## src/rtl/alu_pkg.sv

```systemverilog
// Shared ALU control encodings, sequencer state encoding and default datapath width.
package alu_pkg;
  localparam int WIDTH_DEF = 32;

  // {A_invert, B_invert, operation[1:0]}
  localparam logic [3:0] ALU_AND = 4'b0000;
  localparam logic [3:0] ALU_OR  = 4'b0001;
  localparam logic [3:0] ALU_ADD = 4'b0010;
  localparam logic [3:0] ALU_SUB = 4'b0110;
  localparam logic [3:0] ALU_SLT = 4'b0111;

  typedef enum logic [1:0] {
    ST_IDLE = 2'd0,
    ST_MUL  = 2'd1,
    ST_DIV  = 2'd2,
    ST_DONE = 2'd3
  } mdu_state_e;
endpackage

```

## src/rtl/alu_mdu_ctrl_if.sv

```systemverilog
// Request/response and shared-ALU signals of the multiply/divide sequencer.
interface alu_mdu_ctrl_if #(
  parameter int WIDTH = alu_pkg::WIDTH_DEF
);
  logic             start;
  logic             op;
  logic [WIDTH-1:0] src_a;
  logic [WIDTH-1:0] src_b;
  logic [WIDTH-1:0] alu_src1;
  logic [WIDTH-1:0] alu_src2;
  logic [3:0]       alu_ctrl;
  logic             alu_cin;
  logic [WIDTH-1:0] alu_result;
  logic             alu_cout;
  logic             busy;
  logic             done;
  logic [WIDTH-1:0] hi;
  logic [WIDTH-1:0] lo;
  logic             div_zero;

  // slave = the sequencer; master = requester plus the shared ALU
  modport slave (
    input  start, op, src_a, src_b, alu_result, alu_cout,
    output alu_src1, alu_src2, alu_ctrl, alu_cin, busy, done, hi, lo, div_zero
  );
  modport master (
    output start, op, src_a, src_b, alu_result, alu_cout,
    input  alu_src1, alu_src2, alu_ctrl, alu_cin, busy, done, hi, lo, div_zero
  );
endinterface

```

## src/rtl/alu_mdu_ctrl.sv

```systemverilog
// Multi-cycle unsigned multiply (shift-add) / divide (restoring) sequencer
// that borrows the shared ALU for one add or subtract per cycle.
module alu_mdu_ctrl
  import alu_pkg::*;
#(
  parameter int WIDTH = WIDTH_DEF
) (
  input  logic          clk_i,
  input  logic          rst_n,
  alu_mdu_ctrl_if.slave bus
);
  localparam int CW = $clog2(WIDTH);

  mdu_state_e       state_q, state_d;
  logic [CW-1:0]    cnt_q, cnt_d;
  logic [WIDTH-1:0] hi_q, hi_d, lo_q, lo_d, b_q, b_d;
  logic             dz_q, dz_d;

  logic [WIDTH-1:0] src1, src2, t;
  logic [3:0]       ctrl;
  logic             cin;

  always_ff @(posedge clk_i or negedge rst_n) begin
    if (!rst_n) begin
      state_q <= ST_IDLE;
      cnt_q   <= '0;
      hi_q    <= '0;
      lo_q    <= '0;
      b_q     <= '0;
      dz_q    <= 1'b0;
    end else begin
      state_q <= state_d;
      cnt_q   <= cnt_d;
      hi_q    <= hi_d;
      lo_q    <= lo_d;
      b_q     <= b_d;
      dz_q    <= dz_d;
    end
  end

  // Partial remainder shifted left by one, pulling in the next dividend bit.
  assign t = {hi_q[WIDTH-2:0], lo_q[WIDTH-1]};

  always_comb begin
    state_d = state_q;
    cnt_d   = cnt_q;
    hi_d    = hi_q;
    lo_d    = lo_q;
    b_d     = b_q;
    dz_d    = dz_q;
    ctrl    = ALU_ADD;
    cin     = 1'b0;
    src1    = '0;
    src2    = '0;
    unique case (state_q)
      ST_IDLE: begin
        if (bus.start) begin
          b_d   = bus.src_b;
          hi_d  = '0;
          lo_d  = bus.src_a;
          dz_d  = 1'b0;
          cnt_d = '0;
          if (!bus.op)                state_d = ST_MUL;
          else if (bus.src_b != '0)   state_d = ST_DIV;
          else begin
            hi_d    = bus.src_a;
            lo_d    = '1;
            dz_d    = 1'b1;
            state_d = ST_DONE;
          end
        end
      end
      ST_MUL: begin
        src1 = hi_q;
        src2 = lo_q[0] ? b_q : '0;
        {hi_d, lo_d} = {bus.alu_cout, bus.alu_result, lo_q[WIDTH-1:1]};
        cnt_d = cnt_q + CW'(1);
        if (cnt_q == CW'(WIDTH - 1)) state_d = ST_DONE;
      end
      ST_DIV: begin
        ctrl = ALU_SUB;
        cin  = 1'b1;
        src1 = t;
        src2 = b_q;
        // hi msb set means the true shifted remainder exceeds WIDTH bits, so it always fits B.
        if (hi_q[WIDTH-1] | bus.alu_cout) begin
          hi_d = bus.alu_result;
          lo_d = {lo_q[WIDTH-2:0], 1'b1};
        end else begin
          hi_d = t;
          lo_d = {lo_q[WIDTH-2:0], 1'b0};
        end
        cnt_d = cnt_q + CW'(1);
        if (cnt_q == CW'(WIDTH - 1)) state_d = ST_DONE;
      end
      ST_DONE: state_d = ST_IDLE;
      default: state_d = ST_IDLE;
    endcase
  end

  assign bus.alu_src1 = src1;
  assign bus.alu_src2 = src2;
  assign bus.alu_ctrl = ctrl;
  assign bus.alu_cin  = cin;
  assign bus.busy     = (state_q == ST_MUL) || (state_q == ST_DIV);
  assign bus.done     = (state_q == ST_DONE);
  assign bus.hi       = hi_q;
  assign bus.lo       = lo_q;
  assign bus.div_zero = dz_q;
endmodule

```

## src/flat_wrapper.sv

```systemverilog
// flat-port wrapper written by rule: the top's interface ports become plain ports
module alu_mdu_ctrl_flat import alu_pkg::*;
#(
  parameter int WIDTH = WIDTH_DEF
)
  (clk_i, rst_n, bus_start, bus_op, bus_src_a, bus_src_b, bus_alu_result, bus_alu_cout, bus_alu_src1, bus_alu_src2, bus_alu_ctrl, bus_alu_cin, bus_busy, bus_done, bus_hi, bus_lo, bus_div_zero);
  alu_mdu_ctrl_if #(.WIDTH(WIDTH)) bus_i ();
  input  logic clk_i;
  input  logic rst_n;
  input wire logic [$bits(bus_i.start)-1:0] bus_start;
  input wire logic [$bits(bus_i.op)-1:0] bus_op;
  input wire logic [$bits(bus_i.src_a)-1:0] bus_src_a;
  input wire logic [$bits(bus_i.src_b)-1:0] bus_src_b;
  input wire logic [$bits(bus_i.alu_result)-1:0] bus_alu_result;
  input wire logic [$bits(bus_i.alu_cout)-1:0] bus_alu_cout;
  output wire logic [$bits(bus_i.alu_src1)-1:0] bus_alu_src1;
  output wire logic [$bits(bus_i.alu_src2)-1:0] bus_alu_src2;
  output wire logic [$bits(bus_i.alu_ctrl)-1:0] bus_alu_ctrl;
  output wire logic [$bits(bus_i.alu_cin)-1:0] bus_alu_cin;
  output wire logic [$bits(bus_i.busy)-1:0] bus_busy;
  output wire logic [$bits(bus_i.done)-1:0] bus_done;
  output wire logic [$bits(bus_i.hi)-1:0] bus_hi;
  output wire logic [$bits(bus_i.lo)-1:0] bus_lo;
  output wire logic [$bits(bus_i.div_zero)-1:0] bus_div_zero;
  assign bus_i.start = bus_start;
  assign bus_i.op = bus_op;
  assign bus_i.src_a = bus_src_a;
  assign bus_i.src_b = bus_src_b;
  assign bus_i.alu_result = bus_alu_result;
  assign bus_i.alu_cout = bus_alu_cout;
  assign bus_alu_src1 = bus_i.alu_src1;
  assign bus_alu_src2 = bus_i.alu_src2;
  assign bus_alu_ctrl = bus_i.alu_ctrl;
  assign bus_alu_cin = bus_i.alu_cin;
  assign bus_busy = bus_i.busy;
  assign bus_done = bus_i.done;
  assign bus_hi = bus_i.hi;
  assign bus_lo = bus_i.lo;
  assign bus_div_zero = bus_i.div_zero;
  alu_mdu_ctrl #(.WIDTH(WIDTH)) u_core (.clk_i(clk_i), .rst_n(rst_n), .bus(bus_i));
endmodule
```

## config.mk

```make
export PLATFORM = sky130hd
export DESIGN_NAME = alu_mdu_ctrl_flat
export DESIGN_NICKNAME = d
export VERILOG_FILES = /design/src/rtl/alu_pkg.sv /design/src/rtl/alu_mdu_ctrl_if.sv /design/src/rtl/alu_mdu_ctrl.sv /design/src/flat_wrapper.sv
export SDC_FILE = /design/constraint.sdc
export NUM_CORES = 1
export LEC_CHECK = 0
export BUFFER_PORTS_ARGS = -buffer_cell sky130_fd_sc_hd__clkbuf_2
export CAP_MARGIN = 20
export CORE_MARGIN = 5
export CORE_UTILIZATION = 35
export DETAILED_ROUTE_END_ITERATION = 10
export PLACE_DENSITY_LB_ADDON = 0.25
export SETUP_SLACK_MARGIN = 0.5
export SLEW_MARGIN = 20
export SYNTH_ARGS = -nofsm -noshare
export SYNTH_HDL_FRONTEND = slang
export SYNTH_SLANG_ARGS = --single-unit
```

## constraint.sdc

```tcl
create_clock -name clk_i -period 2.4 [get_ports clk_i]
set_input_delay 0.24 -clock clk_i [delete_from_list [all_inputs] [get_ports clk_i]]
set_output_delay 0.24 -clock clk_i [all_outputs]
set_load 0.03 [all_outputs]
```

==> results.sh, run 1 <==
export IMPL_grt_max_degree=40
export IMPL_worstSkewPairLatency_ns=0.36
export IMPL_numCtsBuffers=9
export IMPL_drc=0
export IMPL_cts_sinks=104
export IMPL_pin_count=237
export IMPL_regToRegStartpoint="u_core.state_q[1]$_DFFE_PN0P_"
export IMPL_path_clk_slew_ns=0.08
export IMPL_setup_viol_count_final=0
export IMPL_busiest_layer="met2"
export IMPL_nNetsFinal=1141
export IMPL_drt_total_wl_mm=28.3
export IMPL_hpwl_mm=16.4
export IMPL_grt_ovfl_total=0
export IMPL_h_tree_depth=3
export IMPL_worstPathArrival_ns=2.40
export IMPL_status="finished clean"
export IMPL_synthArstFlopShare=1.00
export IMPL_finalHoldViolations=0
export IMPL_setup_tns_final_ns=0
export IMPL_drv_slew=0
export IMPL_cpPeakStageDelay_ns=0.43
export IMPL_syn_area_um2=6740
export IMPL_die_h_um=149
export IMPL_cp_buffers_inverters=8
export IMPL_maxSlewHeadroom=0.510
export IMPL_fin_crit_ns=2.16
export IMPL_placed_cell_area_um2=8620
export IMPL_final_cells=1298
export IMPL_synth_top_cell_area_share=0.386
export IMPL_cpMostUsedCell="buf_12"
export IMPL_syn_area_per_cell_um2=8.58
export IMPL_hold_class="primary input to register"
export IMPL_powerDensity_nw_per_um2=1870
export IMPL_fmax_mhz=463
export IMPL_use_met2=0.391
export IMPL_area_growth_pct=63.8
export IMPL_hold_start="bus_src_a[16]"
export IMPL_start_util=0.358
export IMPL_post_place_cells=1219
export IMPL_worstSetupPathType="register to register"
export IMPL_peakVddDrop_mv=0.911
export IMPL_synthDistinctLibCells=49
export IMPL_startpoint="u_core.state_q[1]$_DFFE_PN0P_"
export IMPL_num_rows=50
export IMPL_drive_gt1_frac=0.539
export IMPL_root_buffer="clkbuf_16"
export IMPL_use_met1=0.310
export IMPL_endpoint_kind="register"
export IMPL_crit_chain="inv_2 -> ha_4 -> inv_8 -> buf_12 -> buf_16 -> buf_12 -> buf_12 -> o311ai_4 -> buf_12 -> buf_16 -> a2bb2oi_2"
export IMPL_cts_tree="yes"
export IMPL_mostFrequentLayoutCells="clkbuf_2 (166), nand2_1 (129), dfrtp_1 (102), o211ai_1 (62), a21oi_1 (41)"
export IMPL_critPathLaunchType="register"
export IMPL_leakagePower_nw=4.67
export IMPL_min_period_over_period=0.899
export IMPL_io_buffer_count=233
export IMPL_final_common_cell="clkbuf_2"
export IMPL_rsz0062_at_grt="true"
export IMPL_die_width_um=149
export IMPL_tightestPinTransition_ns=0.734
export IMPL_yosys_warnings=0
export IMPL_grt_use_met3=0.0743
export IMPL_wl_per_cell_um=21.8
export IMPL_via_per_inst=5.71
export IMPL_grt_pass1_wl_mm=42.4
export IMPL_yosysSeqAreaShare=0.386
export IMPL_placeableCoreArea_um2=18800
export IMPL_worstPathMaxFanout=7
export IMPL_die_area_um2=22100
export IMPL_synth_area_leaders="dfrtp_1 (39%), nand2_1 (9.0%), a21oi_1 (7.1%)"
export IMPL_gp_congestion=0.816
export IMPL_stdcell_area_um2=11000
export IMPL_fillers=1592
export IMPL_postRouteAntennaNets=0
export IMPL_synth_cells=785
export IMPL_antenna_found_initial=1
export IMPL_synth_edf_count=0
export IMPL_antennaDiodeCount=0
export IMPL_synth_ff_type="dfrtp_1"
export IMPL_cp_required_ns=2.64
export IMPL_drtIter0Drc=447
export IMPL_drv_cap=0
export IMPL_final_setup_skew_ns=0.00902
export IMPL_grt_use_total=0.243
export IMPL_synth_largest_area_cell="dfrtp_1"
export IMPL_vias=7417
export IMPL_ys_seq_elements=104
export IMPL_critical_path_top_delay_family="buffers and inverters"
export IMPL_dr_pass1_iters=7
export IMPL_cp_slowest_cell="dfrtp_2"
export IMPL_clock_path_buffers=2
export IMPL_grt_pass1_vias=7318
cell usage after synthesis (6+ instances only):
cell type,n
mux2_2,33
clkbuf_1,65
or3_1,30
a2bb2oi_2,14
o21ai_0,27
ha_1,7
dfrtp_1,104
a22o_1,23
a221oi_1,9
and2_1,33
nor2_1,36
buf_2,6
a2bb2oi_1,10
inv_1,6
o211ai_1,62
o221a_1,6
nand2_1,161
a21oi_1,95
path summary, 6_finish.rpt:
check,to,slack [ns],cells after the start
worst min register to register,u_core.cnt_q[4]$_DFFE_PN0P_,0.51,1
worst min-delay path,u_core.bus.lo[16]$_DFFE_PN0P_,0.14,2
worst max-delay path,u_core.bus.lo[13]$_DFFE_PN0P_,0.24,11
max in group asynchronous,u_core.bus.lo[31]$_DFFE_PN0P_,1.18,3
min in group asynchronous,u_core.b_q[4]$_DFFE_PN0P_,0.40,2
worst max register to register,u_core.bus.lo[13]$_DFFE_PN0P_,0.24,11
layer usage:
metal / wire (um) / vias up / share of wire
li1: - / 3336 / -
met1: 11100 / 3631 / 0.39
met3: 2950 / 58 / 0.10
met2: 13400 / 390 / 0.47
met4: 815 / 2 / 0.029
met5: 13 / - / 0.00046
layout make-up:
type,count,area (um^2),share of cell area
Sequential cell,104,2610,0.236
Clock buffer,10,239,0.0217
Timing Repair Buffer,319,3100,0.281
Clock inverter,6,66.3,0.00601
Inverter,7,36.3,0.00329
Tap cell,260,325,0.0295
Multi-Input combinational cell,592,4660,0.422
cell families after synthesis:
| family | after synthesis | share of synthesized area |
|---|---|---|
| AO/OA/AOI/OAI | 263 | 0.281 |
| buffers and inverters | 90 | 0.0568 |
| flip-flops | 104 | 0.386 |
| multiplexers | 33 | 0.0552 |
| AND/OR/NAND/NOR | 286 | 0.207 |
| adder cells (fa/ha/maj) | 7 | 0.0130 |
| other | 2 | 0.00112 |
stage by stage:
step / setup slack, ns / total power, mW / hold slack, ns / utilization
after global placement: 0.144 / 13.6 / 0.259 / 0.458
after floorplan: 0.477 / 11.1 / -0.0556 / -
after global routing: 0.183 / 21.6 / 0.141 / 0.586
after CTS: 0.228 / 19.4 / 0.129 / 0.558
after detailed placement: 0.0976 / 13.7 / 0.258 / 0.458
final: 0.242 / 20.6 / 0.140 / 0.586
report_power, final:
| part | internal (mW) | switching [mW] | leakage [nW] |
|---|---|---|---|
| Combinational | 7.31 | 8.17 | 3.25 |
| Sequential | 2.65 | 0.904 | 1.27 |
| Clock | 0.845 | 0.724 | 0.153 |
state kept, by name, indices dropped and copies added (netlist names):
signal	count
u_core.b_q	32
u_core.bus.div_zero	1
u_core.bus.hi	32
u_core.bus.lo	32
u_core.cnt_q	5
u_core.state_q	2
repair_timing:
action / CTS / global route
endpoints found under the hold margin: 36 / 0
hold buffers: 1 / 0
buffers inserted: 31 / 6
gates resized for setup: 178 / 152
cloned: 21 / 4
endpoints found under the setup margin: 131 / 132
pin swaps: 15 / 51
Note: power is estimated with default switching activity, not from simulation.
==> run 2, diff against run 1 <==
ABC_AREA = 1   (was unset)
==> results.sh, run 2 <==
export IMPL_regToRegStartpoint="u_core.state_q[0]$_DFFE_PN0P_"
export IMPL_hpwl_mm=16.9
export IMPL_critPathLaunchType="register"
export IMPL_area_growth_pct=50.1
export IMPL_yosysSeqAreaShare=0.390
export IMPL_synth_cells=966
export IMPL_yosys_warnings=0
export IMPL_mostFrequentLayoutCells="nand2_1 (220), clkbuf_2 (177), a21oi_1 (112), dfrtp_1 (104), inv_1 (90)"
export IMPL_worstPathMaxFanout=8
export IMPL_leakagePower_nw=4.79
export IMPL_fillers=1853
export IMPL_clock_path_buffers=2
export IMPL_maxSlewHeadroom=0.644
export IMPL_hold_class="primary input to register"
export IMPL_endpoint_kind="output pin"
export IMPL_crit_chain="inv_2 -> ha_4 -> nand2_4 -> buf_16 -> nor2_4 -> buf_8"
export IMPL_drc=0
export IMPL_dr_pass1_iters=5
export IMPL_cp_slowest_cell="dfrtp_1"
export IMPL_worst_hold_slack_ns=0.0984
export IMPL_synth_edf_count=0
export IMPL_syn_area_per_cell_um2=6.91
export IMPL_via_per_inst=5.21
export IMPL_min_period_over_period=0.886
export IMPL_cts_sinks=104
export IMPL_grt_pass1_vias=6966
export IMPL_worstPathArrival_ns=1.89
export IMPL_stdcell_area_um2=10000
export IMPL_powerDensity_nw_per_um2=1870
export IMPL_numCtsBuffers=9
export IMPL_die_h_um=148
export IMPL_grt_max_degree=89
export IMPL_path_depth=6
export IMPL_rsz0062_at_grt="true"
export IMPL_drt_total_wl_mm=25.4
export IMPL_synth_top_cell_area_share=0.390
export IMPL_pin_count=237
export IMPL_ys_seq_elements=104
export IMPL_multiInputGateArea_um2=4040
export IMPL_setup_tns_final_ns=0
export IMPL_nNetsFinal=1293
export IMPL_ff_latch_area_um2=2600
export IMPL_endpoint="bus_alu_src2[10]"
export IMPL_drv_slew=0
export IMPL_synth_largest_area_cell="dfrtp_1"
export IMPL_finalHoldViolations=0
export IMPL_io_buffer_count=233
export IMPL_setup_viol_count_final=0
export IMPL_synthArstFlopShare=1.00
export IMPL_worstSkewPairLatency_ns=0.36
export IMPL_drive_gt1_frac=0.348
export IMPL_status="finished clean"
export IMPL_r2r_slack_ns=0.49
export IMPL_wl_per_cell_um=17.8
export IMPL_fmax_mhz=470
export IMPL_syn_area_um2=6670
export IMPL_critical_path_top_delay_family="buffers and inverters"
export IMPL_synthDistinctLibCells=28
export IMPL_synth_area_leaders="dfrtp_1 (39%), nand2_1 (12%), a21oi_1 (11%)"
export IMPL_drtIter0Drc=499
export IMPL_root_buffer="clkbuf_16"
export IMPL_antenna_found_initial=1
export IMPL_cp_buffers_inverters=3
export IMPL_tightestPinTransition_ns=0.534
export IMPL_reg2regPathDepth=10
export IMPL_cp_required_ns=2.16
export IMPL_final_util=0.534
export IMPL_die_width_um=148
export IMPL_p_total_mw=18.7
export IMPL_die_area_um2=21900
export IMPL_yosysMostFrequentCell="nand2_1"
export IMPL_final_common_cell="nand2_1"
export IMPL_peakVddDrop_mv=1.22
export IMPL_postRouteAntennaNets=0
export IMPL_cts_tree="yes"
export IMPL_synth_ff_type="dfrtp_1"
export IMPL_worstSetupPathType="register to output pin"
export IMPL_vias=7413
export IMPL_drv_cap=0
export IMPL_placed_cell_area_um2=8600
export IMPL_fin_crit_ns=2.13
export IMPL_grt_use_total=0.214
export IMPL_ys_top_cells_by_count="nand2_1 (222), a21oi_1 (148), nor2_1 (119), dfrtp_1 (104), inv_1 (93)"
export IMPL_start_util=0.356
export IMPL_num_rows=50
export IMPL_path_clk_slew_ns=0.08
export IMPL_placeableCoreArea_um2=18800
export IMPL_cpPeakStageDelay_ns=0.42
export IMPL_grt_ovfl_total=0
export IMPL_final_setup_skew_ns=0.0125
export IMPL_antennaDiodeCount=0
export IMPL_grt_pass1_wl_mm=37.8
export IMPL_startpoint="u_core.state_q[0]$_DFFE_PN0P_"
export IMPL_r2r_end="u_core.cnt_q[3]$_DFFE_PN0P_"
export IMPL_gp_congestion=0.820
export IMPL_h_tree_depth=3
run 2: cell count changes after synthesis, moves of 17 or more:
| cell | delta |
|---|---|
| or3_1 | -30 |
| nand3_1 | +20 |
| buf_2 | +27 |
| clkbuf_1 | -39 |
| nor2_1 | +83 |
| o211ai_1 | -62 |
| inv_1 | +87 |
| mux2_2 | -33 |
| o22ai_1 | +17 |
| nand2_1 | +61 |
| o21ai_0 | +58 |
| a22o_1 | -23 |
| a21oi_1 | +53 |
| and2_1 | -33 |
run 2: layer usage:
metal  vias to the layer above  GRT usage  routed length (um)
met5                         -          0                  11
met3                        30     0.0454                1840
li1                       3611          -                   -
met4                         2     0.0517                 378
met1                      3506      0.291               10900
met2                       264      0.351               12200
run 2: how the worst min path moves through the flow:
stage                        startpoint                           end  slack, ns  cells past startpoint
after floorplan                   rst_n     u_core.b_q[0]$_DFFE_PN0P_      -0.06                      0
after global placement            rst_n  u_core.bus.hi[6]$_DFFE_PN0P_       0.13                      1
after detailed placement          rst_n  u_core.bus.hi[6]$_DFFE_PN0P_       0.13                      1
after CTS                  bus_src_b[5]     u_core.b_q[5]$_DFFE_PN0P_       0.09                      3
after global routing      bus_src_b[12]    u_core.b_q[12]$_DFFE_PN0P_        0.1                      3
final                     bus_src_b[27]    u_core.b_q[27]$_DFFE_PN0P_        0.1                      3
run 2: power by group:
part           total [mW]  switching, mW  leakage, nW  internal [mW]
clock                1.70          0.738        0.165          0.960
combinational        13.8           8.44         3.35           5.35
sequential           3.25          0.600         1.27           2.66
run 2: area by class of cell:
| class | count | share of cell area |
|---|---|---|
| timing repair buffer | 284 | 0.236 |
| sequential | 104 | 0.260 |
| tap | 234 | 0.0292 |
| timing repair inverter | 1 | 0.000874 |
| inverter | 95 | 0.0376 |
| clock buffer | 10 | 0.0239 |
| multi-input combinational | 690 | 0.403 |
| clock inverter | 6 | 0.00974 |
run 2: cell families (layout without fill, tap and decap cells):
| group | Yosys count | after routing | share of synthesized area |
|---|---|---|---|
| buffers and inverters | 174 | 396 | 0.112 |
| flip-flops | 104 | 104 | 0.390 |
| AO/OA/AOI/OAI | 284 | 284 | 0.242 |
| other | 2 | 3 | 0.00113 |
| adder cells (fa/ha/maj) | 7 | 7 | 0.0131 |
| AND/OR/NAND/NOR | 395 | 396 | 0.242 |
run 2: repair_timing:
item | CTS | global route
endpoints found under the hold margin | 16 | 0
cloned | 4 | 9
hold buffers | 1 | 0
buffers inserted | 5 | 9
endpoints found under the setup margin | 121 | 112
pin swaps | 3 | 16
resized for setup | 106 | 109
run 2: worst reg2reg max path: stages (launching register included):
cell,delay [ns]
dfrtp_1,0.42
inv_2,0.09
ha_4,0.39
inv_12,0.09
buf_4,0.20
nor2_1,0.13
nor2_1,0.07
inv_1,0.14
nand2_1,0.09
o22ai_1,0.12
a21oi_1,0.06
run 2: per-stage QoR:
stage | cells | worst slack, ns
floorplan | 967 | 0.446
global route | 1424 | 0.191
detailed placement | 1380 | 0.383
finish | 1424 | 0.274
global placement | 1380 | 0.444
CTS | 1406 | 0.256
